**src/rtl/data_out_buffer.sv**
```systemverilog
// data_out_buffer: write-back FIFO between the CPU and memory.
// Holds up to DEPTH {addr,data} pairs. Memory sees the head entry through a
// valid/ready handshake, and the CPU pushes through its own valid/ready pair.
// Widths come from `WORD_SIZE (defines.vh); a 16-bit fallback is used when
// the macro has not been defined before this file is compiled.
// Optional feature: define DATA_OUT_BUFFER_BYPASS_EN to let a request reach
// memory in the same cycle when the buffer is empty.

`ifndef WORD_SIZE
`define WORD_SIZE 16
`endif

module data_out_buffer #(
    parameter int unsigned DEPTH = 4
) (
    input  logic                      clk,
    input  logic                      areset_n,
    input  logic                      wr_valid,
    output logic                      wr_ready,
    input  logic [`WORD_SIZE-1:0]     wr_addr,
    input  logic [`WORD_SIZE-1:0]     wr_data,
    output logic                      mem_valid,
    input  logic                      mem_ready,
    output logic [`WORD_SIZE-1:0]     mem_addr,
    output logic [`WORD_SIZE-1:0]     mem_data,
    output logic [$clog2(DEPTH):0]    count,
    output logic                      idle
);

    localparam int unsigned AW = $clog2(DEPTH);
    localparam int unsigned W  = `WORD_SIZE;

    localparam logic [AW:0]   FULL_COUNT = (AW+1)'(DEPTH);
    localparam logic [AW:0]   CNT_ONE    = (AW+1)'(1);
    localparam logic [AW-1:0] PTR_ONE    = AW'(1);

    logic [W-1:0]  addr_mem [DEPTH];
    logic [W-1:0]  data_mem [DEPTH];
    logic [AW-1:0] wr_ptr;
    logic [AW-1:0] rd_ptr;
    logic [AW:0]   count_q;

    logic empty;
    logic full;
    logic bypass_hit;
    logic bypass_take;
    logic do_push;
    logic do_pop;

    assign empty = (count_q == '0);
    assign full  = (count_q == FULL_COUNT);

`ifdef DATA_OUT_BUFFER_BYPASS_EN
    assign bypass_hit = empty && wr_valid;
`else
    assign bypass_hit = 1'b0;
`endif

    // A bypassed request that memory takes immediately is never stored.
    assign bypass_take = bypass_hit && mem_ready;
    assign do_push     = wr_valid && wr_ready && !bypass_take;
    assign do_pop      = !empty && mem_ready;

    assign wr_ready = !full;
    assign count    = count_q;
    assign idle     = empty && !bypass_hit;

    // Present the head entry (or the bypassed request) to memory; zeros when idle.
    always_comb begin
        mem_valid = 1'b0;
        mem_addr  = '0;
        mem_data  = '0;
        if (!empty) begin
            mem_valid = 1'b1;
            mem_addr  = addr_mem[rd_ptr];
            mem_data  = data_mem[rd_ptr];
        end else if (bypass_hit) begin
            mem_valid = 1'b1;
            mem_addr  = wr_addr;
            mem_data  = wr_data;
        end
    end

    // Entry storage; cleared on reset so nothing stale can surface afterwards.
    always_ff @(posedge clk or negedge areset_n) begin
        if (!areset_n) begin
            for (int unsigned i = 0; i < DEPTH; i++) begin
                addr_mem[i] <= '0;
                data_mem[i] <= '0;
            end
        end else if (do_push) begin
            addr_mem[wr_ptr] <= wr_addr;
            data_mem[wr_ptr] <= wr_data;
        end
    end

    // Pointers wrap naturally at DEPTH since DEPTH is a power of two.
    always_ff @(posedge clk or negedge areset_n) begin
        if (!areset_n) begin
            wr_ptr <= '0;
            rd_ptr <= '0;
        end else begin
            if (do_push) wr_ptr <= wr_ptr + PTR_ONE;
            if (do_pop)  rd_ptr <= rd_ptr + PTR_ONE;
        end
    end

    // Occupancy: unchanged when push and pop coincide.
    always_ff @(posedge clk or negedge areset_n) begin
        if (!areset_n) begin
            count_q <= '0;
        end else if (do_push && !do_pop) begin
            count_q <= count_q + CNT_ONE;
        end else if (do_pop && !do_push) begin
            count_q <= count_q - CNT_ONE;
        end
    end

endmodule

```
**config.mk**
```make
export PLATFORM = sky130hd
export DESIGN_NAME = data_out_buffer
export DESIGN_NICKNAME = d
export VERILOG_FILES = /design/src/rtl/data_out_buffer.sv
export SDC_FILE = /design/constraint.sdc
export NUM_CORES = 1
export LEC_CHECK = 0
export ABC_AREA = 1
export CAP_MARGIN = 30
export CORE_MARGIN = 4
export CORE_UTILIZATION = 55
export DETAILED_ROUTE_END_ITERATION = 6
export PLACE_DENSITY_LB_ADDON = 0.05
export SLEW_MARGIN = 20
export SYNTH_ARGS = -nofsm -noshare
export SYNTH_HDL_FRONTEND = slang
export SYNTH_SLANG_ARGS = --single-unit
```
**constraint.sdc**
```tcl
create_clock -name clk -period 4.3 [get_ports clk]
set_input_delay 0.43 -clock clk [delete_from_list [all_inputs] [get_ports clk]]
set_output_delay 0.43 -clock clk [all_outputs]
set_load 0.05 [all_outputs]
```
== Yosys cells after proc, flatten, opt, wreduce, memory -nomap -nowiden ==
Index checks and enable logic that the tools add are counted.
Cells by class
  reductions and logical operators: 11
  eq/ne operators: 1
  $add $sub $neg: 4
  $lt $le $gt $ge: 3
  bitwise logic cells: 2
  muxes and demuxes: 15
Operator list (number)
  $bwmux W64: 2
  $mux W16: 7
  $bmux W16 S2: 2
  $demux W16 S2: 1
  $ge A3 B3 Y1 const B: 2
  $mux W3: 2
  $not A2 Y3: 2
  $logic_and A1 B1 Y1: 5
  $add A2 B1 Y2 const B: 2
  $logic_not A1 Y1: 4
  $add A3 B1 Y3 const B: 1
  $eq A3 B3 Y1 const B: 1
  $logic_not A3 Y1: 1
  $lt A3 B1 Y1 const B: 1
  $sub A3 B1 Y3 const B: 1
  $reduce_bool A2 Y1: 1
  $mux W1: 1
Storage, ports and cells
  register bits after elaboration: 135
  output and inout port bits: 38

== Logic depth before layout (Yosys ltp) ==
Gate-level depths: netlist of run 1.
  depth after elaboration: 7
  gate-level depth with buffers: 13
  mapped depth without buffers: 12

== Worst setup path after synthesis of run 1 ==
OpenSTA, ideal clock, no wires.
  kind: reg2out
  from: register count_q[1], in the netlist count[1]
  to: output mem_data[10]
  data arrival time: 2.527 ns
  path slack: 1.343 ns
  stages on the path, launching flop included: 6
  data required time: 3.870 ns
  path through: dfrtp_1 > inv_1 > nand3_1 > inv_1 > buf_2 > a21oi_1
Between the ends
  longest elaborated chain between the ends: 2
RTL lines
  start, declared: line 41  | logic [AW:0] count_q;
  start signal, assigned: line 113  | count_q <= count_q + CNT_ONE;
  start signal, assigned: line 115  | count_q <= count_q - CNT_ONE;
  $logic_not A3 Y1: line 50  | assign empty = (count_q == '0);
  via idle: line 27  | output logic idle
  $mux W16: line 73  | if (!empty) begin
  end, declared: line 25  | output logic [`WORD_SIZE-1:0] mem_data,
The timed path passes the listed nets, and every way through them passes these cells.

== Worst setup path in the final report of run 1 ==
  from: register rd_ptr[0]
  to: output mem_addr[15]
Between the ends
  longest elaborated chain between the ends: 5
RTL lines
  start, declared: line 40  | logic [AW-1:0] rd_ptr;
  start signal, assigned: line 104  | if (do_pop) rd_ptr <= rd_ptr + PTR_ONE;
  $not A2 Y3 (implied by the code): line 75  | mem_addr = addr_mem[rd_ptr];
  $bmux W16 S2: line 75
  $mux W16 (implied by the code) (2 in a row): line 75
  $mux W16: line 73
  end, declared: line 24  | output logic [`WORD_SIZE-1:0] mem_addr,
Every way passes these cells. The select of a mux whose other input is x is not followed.

==> results of run 1 <==
power breakdown:
part	switching [W]	total, W	internal (W)
clock	0.000536	0.00144	0.000908
combinational	0.00306	0.00445	0.00139
sequential	0.000363	0.00222	0.00186
total	0.00396	0.00812	0.00416
sequential cells by signal, summed over array words and instances (netlist names):
| signal | cells |
|---|---|
| count | 3 |
| data_mem | 64 |
| addr_mem | 64 |
| wr_ptr | 2 |
| rd_ptr | 2 |
metrics by stage:
step	hold WS (ns)	cells	utilization, %	total power [W]
floorplan	0.134	999	-	0.00535
global placement	0.453	1182	62.2	0.00660
detailed placement	0.326	1184	62.5	0.00666
CTS	0.381	1217	67.2	0.00813
global route	0.396	1218	67.3	0.00873
finish	0.397	1218	67.3	0.00812
cell type report:
| cell class | count | area [sq um] |
|---|---|---|
| clock inverters | 9 | 97.6 |
| well taps | 172 | 215 |
| clock buffers | 23 | 488 |
| flip-flops and latches | 135 | 3380 |
| fillers | 1135 | 4180 |
| repair buffers | 96 | 940 |
| multi-input cells | 643 | 2950 |
| inverters | 140 | 526 |
metal layers:
layer	track usage (%)	share of wire [%]
met1	38.9	45
met2	44.5	48
met3	6.08	5.5
met4	8.47	1.3
met5	0	0
worst min path at each step:
| stage | from | endpoint | slack, ns |
|---|---|---|---|
| after global placement | addr_mem[36]$_DFFE_PN0P_ | addr_mem[36]$_DFFE_PN0P_ | 0.45 |
| after floorplan | areset_n | addr_mem[0]$_DFFE_PN0P_ | 0.13 |
| after CTS | wr_valid | addr_mem[20]$_DFFE_PN0P_ | 0.38 |
| after global routing | wr_valid | addr_mem[49]$_DFFE_PN0P_ | 0.40 |
| after detailed placement | areset_n | addr_mem[9]$_DFFE_PN0P_ | 0.33 |
| final | wr_valid | addr_mem[20]$_DFFE_PN0P_ | 0.40 |
worst reg2reg max path, stage by stage, from the launching register on:
cell and delay (ns):
dfrtp_1 0.44, inv_2 0.08, nand3_4 0.23, buf_4 0.49
nand3_1 0.39, buf_4 0.38, nand2_1 0.12, nand2_1 0.05
synthesized netlist by cell type:
cell and n:
buf_2 47, nand2_1 399, inv_1 138, a21oi_1 32, nand3_1 72, nand4_1 129
xnor2_1 2, o21ai_0 2, inv_2 2, buf_1 7, fa_1 1, clkbuf_1 17
nand3_2 1, ha_1 5, dfrtp_1 135, buf_4 10
cells by family (layout without fill, tap and decap cells):
logic type	count (synthesis)	in the layout	synth area share [%]
compound gates	34	34	2.35
xor+xnor	2	2	0.242
fa+ha+maj	6	6	1.14
buf+inv	221	268	12.8
flops	135	135	46.6
simple gates	601	601	36.9
cell usage in the layout, fill, tap and decap left out, types with 4 or more instances in the layout:
master and count:
a21oi_1 32, buf_4 20, clkbuf_16 17, clkbuf_8 4
clkdlybuf4s50_1 71, clkinv_2 6, dfrtp_1 134, ha_1 5
inv_1 138, nand2_1 399, nand3_1 72, nand4_1 129
==> results.md, run 1 <==
* Status: finished, final reports clean
* Largest cells by area after synthesis: dfrtp_1 (47%), nand2_1 (21%), nand4_1 (11%)
* Clock buffer depth at 2
* CTS tree: built
* Max cap viols at 0
* R2R cell count at 7
* Number of top-level pins at 74
* YS warnings at 0
* Layout cells sized above 1 at 5.54%
* Setup CP Type: reg2out
* Critical Path, Cell by Cell: inv_2 > buf_4 > nand2_1 > nand3_1 > a21oi_1 > clkdlybuf4s50_1
* Setup_tns at 0 ns
* H-tree levels at 4
* Post-DP HPWL at 10.9 mm
* CTS root buffer: clkbuf_16
* Final Instance Area at 8600 sq um
* HP Class: in2reg
* Global-route wire length before repair at 32.9 mm
* Layout area overhead at 18.6%
* CP Launch Type: register
* Vias in the first global route at 6420
* Number of port buffers at 73
* CP endpoint: mem_addr[15]
* Total GRT Usage at 28.1%
* Final Hold Viols at 0
* Vias/cell at 5.46
* Worst R2R Start: count[0]$_DFFE_PN0P_
* First-pass DRT Iterations at 4
* Peak Freq at 284 MHz
* Final wirelength at 19.7 mm
* Hold path depth at 3
* Grt total ovfl at 0
* Post-layout minimum cycle time at 3.53 ns
* RSZ-0062 raised after global routing: false
* CP max stage cell: clkdlybuf4s50_1
* Max Transition Viols Final at 0
* Critical path depth at 6
* Placer congestion estimate at 0.766
* Die Footprint at 15100 sq um
* Initial antenna violation count at 0
* Nets at 1075
* Worst slew margin at 44.5%
* Placeable Area at 12800 sq um
* Post-CTS sizing at 0
* Sequential cell area fraction in the yosys report at 46.6%
* DP Area at 7990 sq um
* Fin Clk Skew at 0.00707 ns
* Pleak at 4.60 nW
* Max IR drop VDD at 0.689 mV
* Vias at 6650
* Yosys cell types at 16
* Crit path max fanout at 32
* Post-synth top area share at 46.6%
* FF+latch count, synth at 135
* Synth Instances at 999
* Setup-failing EPs final at 0
* Power density cells at 944 nW/um^2
* Reg2reg end: data_mem[40]$_DFFE_PN0P_
* Clock net sink count at 135
* Delay-heaviest family, CP: buffers and inverters
* Area of the mapped netlist at 7250 sq um
* Post CTS Setup Buffer Count at 0
* Post-Place Setup Slack at 1.24 ns
* Post-Synthesis Net Count at 1041
* CP startpoint: rd_ptr[0]$_DFFE_PN0P_
* Worst EP arrival at 3.10 ns
* Max stage delay on crit path at 0.83 ns
* Initial DRC Count at 564
* CTS Buf Count at 17
* Routed WL per cell at 16.2 um
* Clock Pin Slew Worst Setup and Hold Paths at 0.06 ns
* Clk Latency, worst-skew pair at 0.43 ns
* Tightest Pin Transition at 0.832 ns
* # rows at 41
* Final worst slack at 0.773 ns
* DRC at 0
* ANT cells at 0
* WP buf/inv at 3
* Yosys top cell by area: dfrtp_1
* Hold Buf Count CTS at 1
* Reg2Reg Setup Slack at 2.00 ns
* Required @ worst endpoint at 3.87 ns
* Initial core utilization at 56.8%
* Detail Route Antenna Nets at 0
* Tcrit/Tclk final at 82.0%
* Mean Syn Cell Area at 7.26 sq um
* Largest net degree at the start of global routing at 79
* CP endpoint kind: output pin
* Chip height at 123 um
* Die X at 123 um
(Power assumes the default switching activity.)
==> inputs of run 2 (changes only) <==
--- a/config.mk
+++ b/config.mk
@@ -8,7 +8,7 @@
 export ABC_AREA = 1
 export CAP_MARGIN = 30
 export CORE_MARGIN = 4
-export CORE_UTILIZATION = 55
+export CORE_UTILIZATION = 52
 export DETAILED_ROUTE_END_ITERATION = 6
 export PLACE_DENSITY_LB_ADDON = 0.05
 export SLEW_MARGIN = 20
==> constraint.sdc (replaced) <==
create_clock -name clk -period 2.9 [get_ports clk]
set_input_delay 0.29 -clock clk [delete_from_list [all_inputs] [get_ports clk]]
set_output_delay 0.29 -clock clk [all_outputs]
set_load 0.05 [all_outputs]
==> results.md, run 2 (synthesis gave the netlist of run 1 again) <==
* Fin Hold WS at 0.215 ns
* Layout cells sized above 1 at 9.22%
* Setup-failing EPs final at 0
* Peak Freq at 428 MHz
* Initial DRC Count at 595
* Placeable Area at 13500 sq um
* Vias at 6697
* Clock buffer depth at 2
* Routed WL per cell at 16.5 um
* Crit path max fanout at 33
* Initial core utilization at 53.9%
* Die X at 126 um
* Total GRT Usage at 25.8%
* Tightest Pin Transition at 0.854 ns
* Clk Latency, worst-skew pair at 0.42 ns
* Final core utilization at 63.9%
* HP Class: in2reg
* Post CTS Setup Buffer Count at 0
* Placer congestion estimate at 0.819
* Reg area at 3380 sq um
* Required @ worst endpoint at 2.61 ns
* Multi-input gate area at 2950 sq um
* Layout Cells excl Fill at 1228
* Setup CP Type: reg2out
* Final wirelength at 20.2 mm
* Setup_tns at 0 ns
* Worst slew margin at 43.1%
* CP Launch Type: register
* Hold Buf Count CTS at 1
* # fillers at 1274
* CP endpoint kind: output pin
* Max cap viols at 0
* # rows at 42
* Nets at 1081
* Tcrit/Tclk final at 80.5%
* Most frequent cells in the layout: nand2_1 (399), inv_1 (138), dfrtp_1 (134), nand4_1 (129), nand3_1 (72)
* First-pass DRT Iterations at 5
* Pleak at 4.69 nW
* Number of port buffers at 73
* Commonest non-fill, non-tap cell in the layout: nand2_1
* Number of top-level pins at 74
* Post-layout minimum cycle time at 2.33 ns
* Worst EP arrival at 2.04 ns
* Post-DP HPWL at 11.3 mm
* H-tree levels at 4
* CTS tree: built
* Largest net degree at the start of global routing at 81
* Grt total ovfl at 0
* Post-CTS sizing at 0
* Layout area overhead at 18.5%
* Global-route wire length before repair at 32.8 mm
* Power density cells at 1410 nW/um^2
* Status: finished, final reports clean
* Vias/cell at 5.45
* RSZ-0062 raised after global routing: false
* Clock net sink count at 135
* ANT cells at 0
* CTS Buf Count at 17
* Die Footprint at 15900 sq um
* Vias in the first global route at 6253
* Hold_sp: wr_valid
* Fin Clk Skew at 0.00551 ns
* DRC at 0
* CTS root buffer: clkbuf_16
* Detail Route Antenna Nets at 0
* Chip height at 126 um
* Final Hold Viols at 0
* CP startpoint: count[1]$_DFFE_PN0P_
* Max IR drop VDD at 0.802 mV
* Worst R2R Start: count[1]$_DFFE_PN0P_
* Initial antenna violation count at 0
* Clock Pin Slew Worst Setup and Hold Paths at 0.06 ns
* Max Transition Viols Final at 0
* Placed cells at 1195
## run 2: path summary, 6_finish.rpt
path | depth (start not counted) | slack, ns | to
worst max register to register | 9 | 0.88 | count[1]$_DFFE_PN0P_
worst min-delay path | 3 | 0.21 | wr_ptr[0]$_DFFE_PN0P_
worst max-delay path | 6 | 0.57 | mem_addr[15]
worst min register to register | 2 | 0.47 | data_mem[60]$_DFFE_PN0P_
max in group asynchronous | 3 | 1.73 | data_mem[4]$_DFFE_PN0P_
min in group asynchronous | 2 | 0.44 | addr_mem[9]$_DFFE_PN0P_
## run 2: power by group
part	switching, W	internal [W]
combinational	0.00463	0.00194
clock	0.000799	0.00152
sequential	0.000467	0.00275
total	0.00589	0.00622
## run 2: per-stage QoR
stage               setup WS [ns]  cell area, sq um  total power (W)
global route                0.409              8590           0.0130
floorplan                  0.0832              7250          0.00794
global placement            0.956              7950          0.00973
finish                      0.565              8590           0.0121
detailed placement          0.923              7950          0.00980
CTS                         0.556              8590           0.0122
## run 2: worst max-delay path: stages, from the launching register on
cell and delay [ns]:
dfrtp_1 0.42, inv_1 0.15, nand3_1 0.15, inv_1 0.08, buf_4 0.43, a21oi_1 0.15
buf_4 0.23
## run 2: layout make-up
type                       count  share of cell area, %
clock buffer                  23                   5.68
timing repair buffer         102                   10.2
multi-input combinational    643                   34.4
tap                          176                   2.56
clock inverter                 9                   1.69
sequential                   135                   39.3
inverter                     140                   6.12
## run 2: metal layers
metal	GRT usage [%]	part of all wire, %
met3	5.00	6.9
met4	7.38	1.4
met5	0	0
met1	36.6	45
met2	40.8	47
==> inputs of run 3 (changes only) <==
==> constraint.sdc (replaced) <==
create_clock -name clk -period 2.1 [get_ports clk]
set_input_delay 0.21 -clock clk [delete_from_list [all_inputs] [get_ports clk]]
set_output_delay 0.21 -clock clk [all_outputs]
set_load 0.05 [all_outputs]
==> results.md, run 3 (synthesis gave the netlist of run 1 again) <==
* Initial DRC Count at 703
* CTS tree: built
* CP startpoint: rd_ptr[0]$_DFFE_PN0P_
* Setup_tns at 0 ns
* Worst R2R Start: count[1]$_DFFE_PN0P_
* Critical Path, Cell by Cell: buf_12 > buf_4 > nand2_1 > nand3_1 > a21oi_2 > buf_4
* Clock buffer depth at 2
* Fin Clk Skew at 0.00913 ns
* Worst EP arrival at 1.81 ns
* Peak Freq at 496 MHz
* Most frequent cells in the layout: nand2_1 (399), inv_1 (137), dfrtp_1 (131), nand4_1 (129), nand3_1 (71)
* Fin Hold WS at 0.147 ns
* Final wirelength at 20.2 mm
* Grt total ovfl at 0
* CP Launch Type: register
* Layout cells sized above 1 at 12.9%
* Routed WL per cell at 16.4 um
* # fillers at 1230
* Layout area overhead at 22.5%
* Number of top-level pins at 74
* Worst slew margin at 58.4%
* Post-DP HPWL at 11.8 mm
* Required @ worst endpoint at 1.89 ns
* Hold worst-path end: wr_ptr[0]$_DFFE_PN0P_
* Tightest Pin Transition at 0.624 ns
* Reg2Reg Setup Slack at 0.22 ns
* R2R cell count at 6
* Initial core utilization at 53.9%
* NetSw at 0.00848 W
* Clock net sink count at 135
* CP endpoint kind: output pin
* RSZ-0062 raised after global routing: false
* Hold path depth at 4
* First-pass DRT Iterations at 5
* Number of port buffers at 73
* Setup CP Type: reg2out
* Initial antenna violation count at 0
* Reg2reg end: addr_mem[18]$_DFFE_PN0P_
* Global-route wire length before repair at 33.6 mm
* Clock Pin Slew Worst Setup and Hold Paths at 0.05 ns
* Max cap viols at 0
* Pleak at 4.75 nW
* Hold_sp: wr_valid
* CTS Buf Count at 17
* H-tree levels at 4
* CP max stage cell: dfrtp_4
* Die X at 126 um
* ANT cells at 0
* Detail Route Antenna Nets at 0
* Max IR drop VDD at 1.07 mV
* Comb pwr share at 58.2%
* Total GRT Usage at 26.3%
* # rows at 42
* Clk Latency, worst-skew pair at 0.42 ns
* Max Transition Viols Final at 0
* Final Hold Viols at 0
* Vias at 6705
* Vias/cell at 5.42
* Sw frac at 49.4%
* CTS root buffer: clkbuf_16
* Cell mode on critical path: buf_4
* Tcrit/Tclk final at 96.1%
* Placer congestion estimate at 0.770
* Nets at 1091
* Part of the power in registers at 25.9%
* Vias in the first global route at 6437
* Largest net degree at the start of global routing at 134
* Delay-heaviest family, CP: buffers and inverters
* HP Class: in2reg
* Chip height at 126 um
* Max stage delay on crit path at 0.51 ns
* Crit path max fanout at 8
* Status: finished, final reports clean
* Post-layout minimum cycle time at 2.02 ns
* Commonest non-fill, non-tap cell in the layout: nand2_1
* Power density cells at 1930 nW/um^2
* Internal power at 0.00867 W
* DRC at 0
* Placeable Area at 13500 sq um
* Clock share of power at 15.8%
* Setup-failing EPs final at 0
* Die Footprint at 15900 sq um
* WP buf/inv at 3
## run 3: area by class of cell
cell class,count,area [sq um],share of cell area [%]
timing repair buffer,112,1070,12.1
tap,176,220,2.48
clock buffer,28,517,5.82
sequential,135,3390,38.1
inverter,140,526,5.92
clock inverter,3,15.0,0.169
multi-input combinational,643,3140,35.4
## run 3: repair_timing
item | 4_1_cts | 5_1_grt
gates resized for setup | 1 | 4
buffers inserted | 2 | 0
pin swaps | 0 | 0
setup endpoints to repair | 21 | 10
endpoints found under the hold margin | 34 | 0
hold buffers | 1 | 0
## run 3: worst max path at each step
| stage | end | slack (ns) | cells after the start |
|---|---|---|---|
| 2_1_floorplan | count[1]$_DFFE_PN0P_ | 0.03 | 10 |
| 3_5_place_dp | count[2]$_DFFE_PN0P_ | 0.26 | 10 |
| 6_report | mem_addr[8] | 0.08 | 6 |
| 4_1_cts | mem_valid | 0.04 | 3 |
| 3_3_place_gp | count[2]$_DFFE_PN0P_ | 0.30 | 10 |
| 5_1_grt | mem_data[7] | 0.0001 | 6 |
## run 3: per-layer routing
metal,part of all wire (%),track usage [%],vias to the layer above
met4,0.94,6.44,0
li1,-,-,3281
met1,45,36.4,3195
met3,6.2,5.12,21
met2,48,42.9,208
met5,0,0,-
## run 3: tightest hold or removal path, stage by stage
cell and delay, ns:
buf_4 0.10, nand2_1 0.08, nand2_1 0.08, nand2_1 0.05
## run 3: through the flow
stage	setup slack [ns]	area (sq um)	utilization, %	instances	total power [W]
2_1_floorplan	0.0312	7440	-	999	0.0115
3_3_place_gp	0.304	8290	61.7	1203	0.0142
3_5_place_dp	0.257	8290	61.7	1203	0.0143
4_1_cts	0.0445	8870	65.9	1237	0.0172
5_1_grt	0.000115	8880	66.0	1237	0.0184
6_report	0.0826	8880	66.0	1237	0.0172
## run 3: power by group through the flow
stage | clock network, W | registers, W | logic [W]
2_1_floorplan | 0 | 0.00443 | 0.00708
3_3_place_gp | 0 | 0.00447 | 0.00974
3_5_place_dp | 0 | 0.00452 | 0.00982
4_1_cts | 0.00274 | 0.00444 | 0.00998
5_1_grt | 0.00286 | 0.00461 | 0.0109
6_report | 0.00272 | 0.00445 | 0.00999
